### src/rtl/pc_pkg.sv
// pc_pkg: shared types and defaults for the fetch-stage program-counter
// generator.
//   pc_state_t      fetch FSM states (S_OFF, S_IDLE, S_REQ)
//   *_DEF           default PC width, instruction step and reset vector
//   align_mask()    mask that clears the sub-instruction address bits
package pc_pkg;

    typedef enum logic [1:0] {
        S_OFF,
        S_IDLE,
        S_REQ
    } pc_state_t;

    localparam int unsigned PC_WIDTH_DEF     = 32;
    localparam int unsigned INSTR_BYTES_DEF  = 4;
    localparam logic [63:0] RESET_VECTOR_DEF = 64'h0;

    // Mask with the low log2(instr_bytes) bits cleared. It is 64 bits wide;
    // callers size-cast it to their PC width, which must not exceed 64.
    function automatic logic [63:0] align_mask(input int unsigned instr_bytes);
        return ~(64'(instr_bytes) - 64'd1);
    endfunction

endpackage

### src/rtl/pc_redirect_hold.sv
// pc_redirect_hold: buffers a redirect that arrives while a fetch request is
// outstanding, and selects the PC to load once the PC is allowed to move.
//   clk, rst        clock, asynchronous active-high reset
//   pc              current PC
//   branch          redirect strobe this cycle
//   branch_target   redirect address (unaligned allowed)
//   capture         store branch_target as the pending redirect
//   consume         the PC is loading next_pc this cycle; drop any pending one
//   next_pc         branch target > pending target > pc + STEP
//   pending         a buffered redirect is waiting
module pc_redirect_hold import pc_pkg::*; #(
    parameter int unsigned             PC_WIDTH   = PC_WIDTH_DEF,
    parameter logic [PC_WIDTH-1:0]     STEP       = PC_WIDTH'(INSTR_BYTES_DEF),
    parameter logic [PC_WIDTH-1:0]     ALIGN_MASK = PC_WIDTH'(align_mask(INSTR_BYTES_DEF))
) (
    input  logic                clk,
    input  logic                rst,
    input  logic [PC_WIDTH-1:0] pc,
    input  logic                branch,
    input  logic [PC_WIDTH-1:0] branch_target,
    input  logic                capture,
    input  logic                consume,
    output logic [PC_WIDTH-1:0] next_pc,
    output logic                pending
);

    logic [PC_WIDTH-1:0] pending_target;

    // A newer capture simply overwrites the stored target (newest wins).
    always_ff @(posedge clk or posedge rst) begin
        if (rst) begin
            pending        <= 1'b0;
            pending_target <= '0;
        end else if (consume) begin
            pending        <= 1'b0;
        end else if (capture) begin
            pending        <= 1'b1;
            pending_target <= branch_target & ALIGN_MASK;
        end
    end

    always_comb begin
        next_pc = pc + STEP;
        if (branch) begin
            next_pc = branch_target & ALIGN_MASK;
        end else if (pending) begin
            next_pc = pending_target;
        end
    end

endmodule

### src/rtl/pc_gen.sv
// pc_gen: program-counter generator for the fetch stage. Holds the PC,
// presents it as a fetch request over valid/ready, advances it by
// INSTR_BYTES per accepted request and applies branch redirects. A redirect
// that arrives while a request is outstanding is buffered so the presented
// address never changes until the handshake completes.
//   clk, rst             clock, asynchronous active-high reset
//   stall_i              pipeline stall, suppresses new requests
//   branch_i             one-cycle redirect strobe
//   branch_target_i      redirect address
//   fetch_ready_i        memory accepts the current request
//   ce_o                 fetch enable (low in reset and the cycle after)
//   fetch_valid_o        request valid
//   pc_o                 current PC / fetch address
//   redirect_pending_o   a buffered redirect is waiting
module pc_gen import pc_pkg::*; #(
    parameter int unsigned         PC_WIDTH     = PC_WIDTH_DEF,
    parameter int unsigned         INSTR_BYTES  = INSTR_BYTES_DEF,
    parameter logic [PC_WIDTH-1:0] RESET_VECTOR = PC_WIDTH'(RESET_VECTOR_DEF)
) (
    input  logic                clk,
    input  logic                rst,
    input  logic                stall_i,
    input  logic                branch_i,
    input  logic [PC_WIDTH-1:0] branch_target_i,
    input  logic                fetch_ready_i,
    output logic                ce_o,
    output logic                fetch_valid_o,
    output logic [PC_WIDTH-1:0] pc_o,
    output logic                redirect_pending_o
);

    localparam logic [PC_WIDTH-1:0] STEP       = PC_WIDTH'(INSTR_BYTES);
    localparam logic [PC_WIDTH-1:0] ALIGN_MASK = PC_WIDTH'(align_mask(INSTR_BYTES));

    pc_state_t           state;
    pc_state_t           state_next;
    logic                load_pc;
    logic                capture;
    logic                handshake;
    logic [PC_WIDTH-1:0] next_pc;

    always_ff @(posedge clk or posedge rst) begin
        if (rst) begin
            state <= S_OFF;
        end else begin
            state <= state_next;
        end
    end

    // An outstanding request (S_REQ without ready) freezes the PC and the
    // state; stall and redirects are only acted on once it is accepted.
    always_comb begin
        state_next = state;
        handshake  = 1'b0;
        load_pc    = 1'b0;
        capture    = 1'b0;
        case (state)
            S_OFF: begin
                state_next = stall_i ? S_IDLE : S_REQ;
            end
            S_IDLE: begin
                load_pc = branch_i;
                if (!stall_i) begin
                    state_next = S_REQ;
                end
            end
            S_REQ: begin
                if (fetch_ready_i) begin
                    handshake  = 1'b1;
                    load_pc    = 1'b1;
                    state_next = stall_i ? S_IDLE : S_REQ;
                end else begin
                    capture = branch_i;
                end
            end
            default: begin
                state_next = S_OFF;
            end
        endcase
    end

    pc_redirect_hold #(
        .PC_WIDTH   (PC_WIDTH),
        .STEP       (STEP),
        .ALIGN_MASK (ALIGN_MASK)
    ) u_hold (
        .clk           (clk),
        .rst           (rst),
        .pc            (pc_o),
        .branch        (branch_i),
        .branch_target (branch_target_i),
        .capture       (capture),
        .consume       (handshake),
        .next_pc       (next_pc),
        .pending       (redirect_pending_o)
    );

    always_ff @(posedge clk or posedge rst) begin
        if (rst) begin
            pc_o <= RESET_VECTOR;
        end else if (load_pc) begin
            pc_o <= next_pc;
        end
    end

    assign ce_o          = (state != S_OFF);
    assign fetch_valid_o = (state == S_REQ);

endmodule

### config.mk
export PLATFORM = sky130hd
export DESIGN_NAME = pc_gen
export DESIGN_NICKNAME = d
export VERILOG_FILES = /design/src/rtl/pc_pkg.sv /design/src/rtl/pc_redirect_hold.sv /design/src/rtl/pc_gen.sv
export SDC_FILE = /design/constraint.sdc
export NUM_CORES = 1
export LEC_CHECK = 0
export CORE_MARGIN = 2
export CORE_UTILIZATION = 34
export DETAILED_ROUTE_END_ITERATION = 12
export PLACE_DENSITY = 0.68
export SLEW_MARGIN = 5
export SYNTH_ARGS = -nofsm -noshare
export SYNTH_HDL_FRONTEND = slang
export SYNTH_HIERARCHICAL = 1
export SYNTH_SLANG_ARGS = --single-unit
### constraint.sdc
create_clock -name clk -period 2.2 [get_ports clk]
set_input_delay 0.22 -clock clk [delete_from_list [all_inputs] [get_ports clk]]
set_output_delay 0.22 -clock clk [all_outputs]
set_load 0.02 [all_outputs]
* After elaboration in Yosys (flattened, before gate mapping)
Cells that the tools add are included.
Word-level totals: output and inout port bits 35, register bits 65
Operators by class: eq/ne operators 4, muxes and demuxes 13, bitwise logic cells 1, add/sub/neg operators 1, reductions and logical operators 5
Operators by type and width (count):
- 32-bit two-way mux | 2
- 32-bit by 3-bit adder with 32-bit output, second input constant | 1
- 1-bit two-way mux | 6
- 2-bit two-way mux | 3
- 2-bit one-hot mux with 3 select lines | 1
- 2-bit != test, second input constant | 2
- 2-bit AND reduction | 2
- 2-bit nonzero test | 2
- 2-bit by 1-bit equality test with 1-bit output, second input constant | 1
- 2-bit equality test, second input constant | 1
- 2-bit zero test | 1
- 1-bit one-hot mux with 2 select lines | 1
- 1-bit NOT | 1

* Longest topological paths before layout
Gate-level depths: netlist of the first run.
depth in word-level cells 4, mapped depth 8, gate-level depth less buffers 7

* By module
The synthesis of the first run kept the hierarchy.
Modules (own cells, without submodules):
- pc_redirect_hold | area each 2383.5 µm², sequential area each 775.7 µm², instances 1, cells an instance 255
- pc_gen | area each 1416.4 µm², sequential area each 850.8 µm², instances 1, cells an instance 90

* Least setup slack after synthesis of the first run
Ideal clock, no wire load.
kind register to register, from reg pc_o[11], to reg pc_o[17], stages on the path, launching flop included 7, path slack 80 ps, library setup time 125 ps, required time 2075 ps, arrival time 1995 ps, path through dfrtp_1 -> nand4_4 -> nor4_4 -> nand3_1 -> xnor2_1 -> a221o_1 -> mux2_2
Between the ends: cells in the longest elaborated chain, start to end 3
Ends and longest elaborated chain:
- start: declaration | RTL line pc_gen.sv:28 | output logic [PC_WIDTH-1:0] pc_o,
- start signal: assignment | RTL line pc_gen.sv:102 | pc_o <= next_pc;
- 32-bit by 3-bit adder with 32-bit output | RTL line pc_redirect_hold.sv:43 | next_pc = pc + STEP;
- 32-bit two-way mux | RTL line pc_redirect_hold.sv:46 | end else if (pending) begin
- 32-bit two-way mux | RTL line pc_redirect_hold.sv:44 | if (branch) begin
- net next_pc[17] | RTL line pc_gen.sv:40 | logic [PC_WIDTH-1:0] next_pc;
The timed path passes the listed nets, and every way through them passes these cells. A chain may end at the register's enable or synchronous reset.

* Worst setup path after layout of the first run
from reg pc_o[11], to reg pc_o[25]
The elaborated chain is that of the path after synthesis.

==> results.tsv, run 1 <==
metric	value	unit
outcome	finished clean	
synthAdderAreaFrac	1.976	%
slew-limit-headroom	31.35	%
ctsHoldBuffers	0	
synthSimpleGateAreaFrac	14.49	%
h-tree-depth	3	
max_cap_viol_count	0	
drv_slew	0	
fin_ws	0.1464	ns
fin_total_pwr	6.206	mW
ctsResizeCount	0	
fin_cells	567	
numClockSinks	65	
die_area	12040	um^2
multi_input_area	2019	um^2
regArea	1628	um^2
synth_top_family_by_area	multiplexers	
grt_overflow_total	0	
wirelength	9567	um
ant_nets	0	
place_inst	553	
power_density	1280	nW/um^2
hold_path_class	primary input to asynchronous set/reset pin	
vdd_drop_max	0.0005901	V
yosys_most_used_dff	dfrtp_1	
worst_slew_pin_slew	1.028	ns
root_buffer	clkbuf_8	
area_delta_synth_final	27.56	%
finalCriticalPeriod	2.054	ns
drive_gt1_share	24.12	%
insertion_delay	0.35	ns
synthCells	345	
synth.yosys.seq_area_share	42.81	%
final_nets	467	
ys_ff_latch	65	
yosys_warnings	6	
cts.clk_slew.worst_paths	0.07	ns
syn_nets	388	
grt_max_degree	35	
cts_tree	done	
num_rows	38	
cts_buffers	9	
post-route-period-util	93.35	%
synth_compound_area_share	8.001	%
clk_path_buf_depth	2	
routedWlPerCell	16.87	um
vias	2956	
max_freq	486.9	MHz
crit_fanout	8	
cp-end-kind	flip-flop	
antennaDiodeCount	0	
fin_tns_setup	0	ns
die_height	109.7	um
rsz0062_at_grt	no	
p_leak	1.998	nW
fp.dieW	109.7	um
vias_per_cell	5.213	
track_usage	17.16	%
worstPathRequired	2.43	ns
synth.area.mux_share	22.36	%
layout_commonest_cell	clkdlybuf4s50_1	
start_kind	flip-flop	
drt_iter0_markers	104	
synth_area	3800	um^2
dp_hpwl	6629	um
cts_setup_buffers	0	
synth-xor-area-share	6.223	%
ios	72	
async_flop_share	100.0	%
post_synth.cell_area_avg	11.01	um^2
final_cell_mix	clkdlybuf4s50_1 (69), dfrtp_1 (64), mux2_2 (61)	
grt_pass1_vias	3088	
setup_viol	0	
fillers	1006	
start_util	34.90	%
firstDrtPassIters	4	
port-buffer-count	69	
cp.arrival	2.28	ns
route.detailed.drc	0	
finClkSkew	0.006912	ns
pre_cts_ws	0.05713	ns
synth-edff-count	0	
gp_congestion	0.8311	
antenna_found_initial	0	
grt_pass1_wl	15550	um
hold_viol_final	0	
worstSetupPathType	flip-flop to flip-flop	
core-area	10890	um^2
synth_cell_types	42	
-- power breakdown --
group          total [mW]  internal [mW]  switching, mW
Combinational        3.02           1.62           1.39
Sequential           2.36           1.77          0.586
Clock               0.834          0.396          0.438
-- worst paths after layout --
path	slack, ns	startpoint	cells past startpoint	end
max	0.15	pc_o[11]$_DFFE_PP0P_	7	pc_o[25]$_DFFE_PP0P_
min	0.31	rst	3	u_hold/pending$_DFFE_PP0P_
max reg2reg	0.15	pc_o[11]$_DFFE_PP0P_	7	pc_o[25]$_DFFE_PP0P_
min reg2reg	0.51	u_hold/pending_target[19]$_DFFE_PP0P_	1	u_hold/pending_target[19]$_DFFE_PP0P_
max in group asynchronous	1.51	rst	3	pc_o[7]$_DFFE_PP0P_
min in group clk	0.51	u_hold/pending_target[19]$_DFFE_PP0P_	1	u_hold/pending_target[19]$_DFFE_PP0P_
-- critical path: stages (launching register included) --
cell and delay (ns):
dfrtp_1 0.52, nand4_4 0.18, nor4_4 0.33, buf_4 0.22, nand4_1 0.12, xor2_1 0.19, o21ai_1 0.08, mux2_1 0.28
-- area by class of cell --
cell class,instances,area share (%)
clock buffer,13,2.865
clock inverter,1,0.1033
inverter,12,0.9293
multi-input combinational,251,41.66
sequential,65,33.58
tap,140,3.614
timing repair buffer,85,17.24
-- cells in the mapped netlist (2+ instances only) --
| cell | n | area share, % |
|---|---|---|
| nand3_2 | 2 | 0.53 |
| dfrtp_1 | 65 | 43 |
| nor3_1 | 5 | 0.66 |
| and3_1 | 5 | 0.82 |
| buf_6 | 4 | 1.2 |
| a22oi_1 | 13 | 2.6 |
| mux2_1 | 2 | 0.59 |
| nor2_1 | 12 | 1.2 |
| nor2b_1 | 2 | 0.33 |
| xor2_1 | 12 | 2.8 |
| and4_1 | 3 | 0.69 |
| and2_1 | 2 | 0.33 |
| o221ai_1 | 2 | 0.46 |
| mux2i_1 | 14 | 3.7 |
| o21ai_1 | 5 | 0.66 |
| buf_4 | 2 | 0.40 |
| o21ai_0 | 22 | 2.9 |
| nor4_4 | 2 | 1.1 |
| nand4_4 | 2 | 1.1 |
| nor4_1 | 2 | 0.33 |
| nand2_1 | 31 | 3.1 |
| buf_2 | 2 | 0.26 |
| nand4_1 | 10 | 1.6 |
| mux2_2 | 61 | 18 |
| a21oi_1 | 4 | 0.53 |
| xnor2_1 | 15 | 3.5 |
| clkbuf_1 | 8 | 0.79 |
| nand3_1 | 6 | 0.79 |
| ha_1 | 6 | 2.0 |
| inv_1 | 12 | 1.2 |
-- logic make-up after synthesis --
logic type               after synthesis
AO/OA/AOI/OAI                         49
XOR/XNOR                              27
adder cells (fa/ha/maj)                6
buffers and inverters                 29
flip-flops                            65
multiplexers                          77
AND/OR/NAND/NOR                       92
-- layer usage --
layer / part of all wire, % / track usage, % / up-vias
li1: - / - / 1396
met1: 42 / 20.35 / 1467
met2: 50 / 28.79 / 72
met3: 5.3 / 4.801 / 21
met4: 2.7 / 7.866 / 0
met5: 0 / 0 / -
-- through the flow --
step	hold WS (ns)	cell area [um^2]	util (%)
floorplan	0.3235	3800	-
global placement	0.4893	4701	43.17
detailed placement	0.4959	4701	43.17
CTS	0.3074	4845	44.50
global route	0.3466	4847	44.52
finish	0.3069	4847	44.52
-- registers in the layout, indices dropped and copies added, names as in the netlist --
| signal | cells |
|---|---|
| state | 2 |
| u_hold/pending | 1 |
| u_hold/pending_target | 30 |
| pc_o | 32 |
Note: power is estimated with default switching activity, not from simulation.
==> inputs of run 2 (changes only) <==
--- a/config.mk
+++ b/config.mk
@@ -5,6 +5,7 @@
 export SDC_FILE = /design/constraint.sdc
 export NUM_CORES = 1
 export LEC_CHECK = 0
+export ABC_CLOCK_PERIOD_IN_PS = 2200
 export CORE_MARGIN = 2
 export CORE_UTILIZATION = 34
 export DETAILED_ROUTE_END_ITERATION = 12
==> results of run 2 <==
The final DEF is identical to that of run 1; final timing and power are the same.
==> inputs of run 3 (changes only) <==
--- a/config.mk
+++ b/config.mk
@@ -6,7 +6,7 @@
 export NUM_CORES = 1
 export LEC_CHECK = 0
 export ABC_CLOCK_PERIOD_IN_PS = 2200
-export CORE_MARGIN = 2
+export CAP_MARGIN = 20
 export CORE_UTILIZATION = 34
 export DETAILED_ROUTE_END_ITERATION = 12
 export PLACE_DENSITY = 0.68
==> run 3 against run 2 <==
Against the previous run: register-to-register slack got worse by 0.03 ns; die area decreased by 3.6%; sequential power about the same; critical path depth unchanged; setup slack got worse by 0.028 ns; largest power group unchanged; total power increased by 4.9%; non-clock buffer count decreased by 1; hold slack improved by 0.019 ns; cell area increased by 1.5%.
==> results.tsv, run 3 (synthesis results as in run 1) <==
metric	value	unit	change
firstDrtPassIters	4		unchanged
pre_cts_ws	0.05526	ns	was 0.05713 ns
cp-end-kind	flip-flop		unchanged
use_met3	4.661	%	was 4.801%
port-buffer-count	69		unchanged
routedWlPerCell	16.25	um	was 16.87 um
power_density	1322	nW/um^2	was 1280 nW/um^2
r2r_start	pc_o[2]$_DFFE_PP0P_		was pc_o[11]$_DFFE_PP0P_
fin_ws	0.1185	ns	was 0.1464 ns
top_regs	pc_o: 32 flops, u_hold/pending_target: 30 flops, state: 2 flops		unchanged
drive_gt1_share	24.77	%	was 24.12%
final_cell_mix	clkdlybuf4s50_1 (69), dfrtp_1 (65), mux2_2 (61)		was clkdlybuf4s50_1 (69), dfrtp_1 (64), mux2_2 (61)
worstPathRequired	2.42	ns	was 2.43 ns
layout_commonest_cell	clkdlybuf4s50_1		unchanged
dpl_cell_area	4693	um^2	was 4701 um^2
route.detailed.drc	0		unchanged
start_kind	flip-flop		unchanged
cp.depth	7		unchanged
ios	72		unchanged
ctsHoldBuffers	0		unchanged
cts_tree	done		unchanged
fin_tns_setup	0	ns	unchanged
drv_slew	0		unchanged
cpLargestDelayFamily	simple AND/OR/NAND/NOR gates		unchanged
die_height	107.7	um	was 109.7 um
track_usage	17.18	%	was 17.16%
cts_setup_buffers	0		unchanged
reg2reg_slack	0.12	ns	was 0.15 ns
grt_util_met2	29.40	%	was 28.79%
finalCriticalPeriod	2.082	ns	was 2.054 ns
p_sw	2.425	mW	was 2.417 mW
largest_reg_flops	32		unchanged
start_util	35.05	%	was 34.90%
insertion_delay	0.34	ns	was 0.35 ns
vdd_drop_max	0.0004970	V	was 0.0005901 V
path_cells	ha_1 -> and4_1 -> nand3_2 -> nor3_1 -> xnor2_1 -> o21ai_0 -> mux2_1		was nand4_4 -> nor4_4 -> buf_4 -> nand4_1 -> xor2_1 -> o21ai_1 -> mux2_1
crit_path_top_delay_cell	and4_1		was dfrtp_1
h-tree-depth	3		unchanged
critPathCapture	pc_o[24]$_DFFE_PP0P_		was pc_o[25]$_DFFE_PP0P_
setup_viol	0		unchanged
intPower	4.084	mW	was 3.789 mW
gp_congestion	0.7773		was 0.8311
hold_viol_final	0		unchanged
rsz0062_at_grt	no		unchanged
grt-busiest-layer	met2		unchanged
clockPowerShare	17.9	%	was 13.4%
max_freq	480.4	MHz	was 486.9 MHz
grt_pass1_vias	2934		was 3088
grt_pass1_wl	15120	um	was 15550 um
area_delta_synth_final	29.54	%	was 27.56%
root_buffer	clkbuf_8		unchanged
worstSetupPathType	flip-flop to flip-flop		unchanged
cpPeakStageDelay	0.37	ns	was 0.52 ns
slew-limit-headroom	31.55	%	was 31.35%
max_cap_viol_count	0		unchanged
clk_path_buf_depth	2		unchanged
numClockSinks	65		unchanged
largest_register	pc_o		unchanged
r2r-end	pc_o[24]$_DFFE_PP0P_		was pc_o[25]$_DFFE_PP0P_
fin_total_pwr	6.508	mW	was 6.206 mW
r2r_cells	7		unchanged
ctsResizeCount	0		unchanged
cts_buffers	9		unchanged
hold_path_class	primary input to asynchronous set/reset pin		unchanged
seqPwrFrac	36.1	%	was 38.0%
dp_hpwl	6339	um	was 6629 um
postLayoutCellArea	4922	um^2	was 4847 um^2
final_nets	466		was 467
fp.dieW	107.7	um	was 109.7 um
antennaDiodeCount	0		unchanged
grt_max_degree	35		unchanged
worstSetupStartpoint	pc_o[2]$_DFFE_PP0P_		was pc_o[11]$_DFFE_PP0P_
ant_nets	0		unchanged
die_area	11600	um^2	was 12040 um^2
cp.arrival	2.30	ns	was 2.28 ns
use_met1	21.50	%	was 20.35%
grt_overflow_total	0		unchanged
final_util	45.41	%	was 44.52%
finClkSkew	0.007807	ns	was 0.006912 ns
post-route-period-util	94.62	%	was 93.35%
worst_slew_pin_slew	1.025	ns	was 1.028 ns
outcome	finished clean		unchanged
core-area	10840	um^2	was 10890 um^2
antenna_found_initial	0		unchanged
swShare	37.26	%	was 38.94%
p_leak	2.037	nW	was 1.998 nW
drt_iter0_markers	133		was 104
cts.clk_slew.worst_paths	0.07	ns	about the same
vias	2859		was 2956
combPwrFrac	46.0	%	was 48.6%
cp_num_buf_inv	0		was 1
num_rows	38		unchanged
vias_per_cell	5.033		was 5.213
wirelength	9232	um	was 9567 um
crit_fanout	5		was 8
-- run 3: worst min path at each step --
stage                                               start  depth (start not counted)                                     to
finish                                                rst                          3  u_hold/pending_target[24]$_DFFE_PP0P_
global route                                          rst                          3  u_hold/pending_target[25]$_DFFE_PP0P_
CTS                                                   rst                          3  u_hold/pending_target[25]$_DFFE_PP0P_
detailed placement  u_hold/pending_target[18]$_DFFE_PP0P_                          1  u_hold/pending_target[18]$_DFFE_PP0P_
global placement     u_hold/pending_target[7]$_DFFE_PP0P_                          1   u_hold/pending_target[7]$_DFFE_PP0P_
floorplan                                             rst                          1             u_hold/pending$_DFFE_PP0P_
-- run 3: stage by stage --
stage | hold WS, ns | instances
final | 0.3263 | 568
after global routing | 0.3803 | 568
after CTS | 0.3356 | 568
after detailed placement | 0.4965 | 552
after global placement | 0.4899 | 552
after floorplan | 0.3235 | 345
-- run 3: final cells by class --
type	instances	area [um^2]
clock buffer	11	151.4
clock inverter	5	77.57
fill	1067	5918
inverter	12	45.04
multi-input combinational	251	2018
sequential	65	1627
tap	140	175.2
timing repair buffer	84	828.3
-- run 3: power groups by stage --
stage,Combinational (mW),Sequential (mW),Clock [mW]
6_report,2.99,2.35,1.16
5_1_grt,3.26,2.45,1.26
4_1_cts,3.03,2.35,1.19
3_5_place_dp,3.01,2.37,0
3_3_place_gp,2.94,2.34,0
2_1_floorplan,1.66,2.58,0
-- run 3: routing by layer --
| layer | routed length [um] | vias to the layer above |
|---|---|---|
| met5 | 0 | - |
| li1 | - | 1382 |
| met1 | 4106 | 1392 |
| met3 | 513 | 7 |
| met4 | 89 | 0 |
| met2 | 4523 | 78 |
-- run 3: worst min-delay path: stages --
cell             delay [ns]
clkdlybuf4s50_1        0.42
inv_1                  0.06
buf_4                  0.40
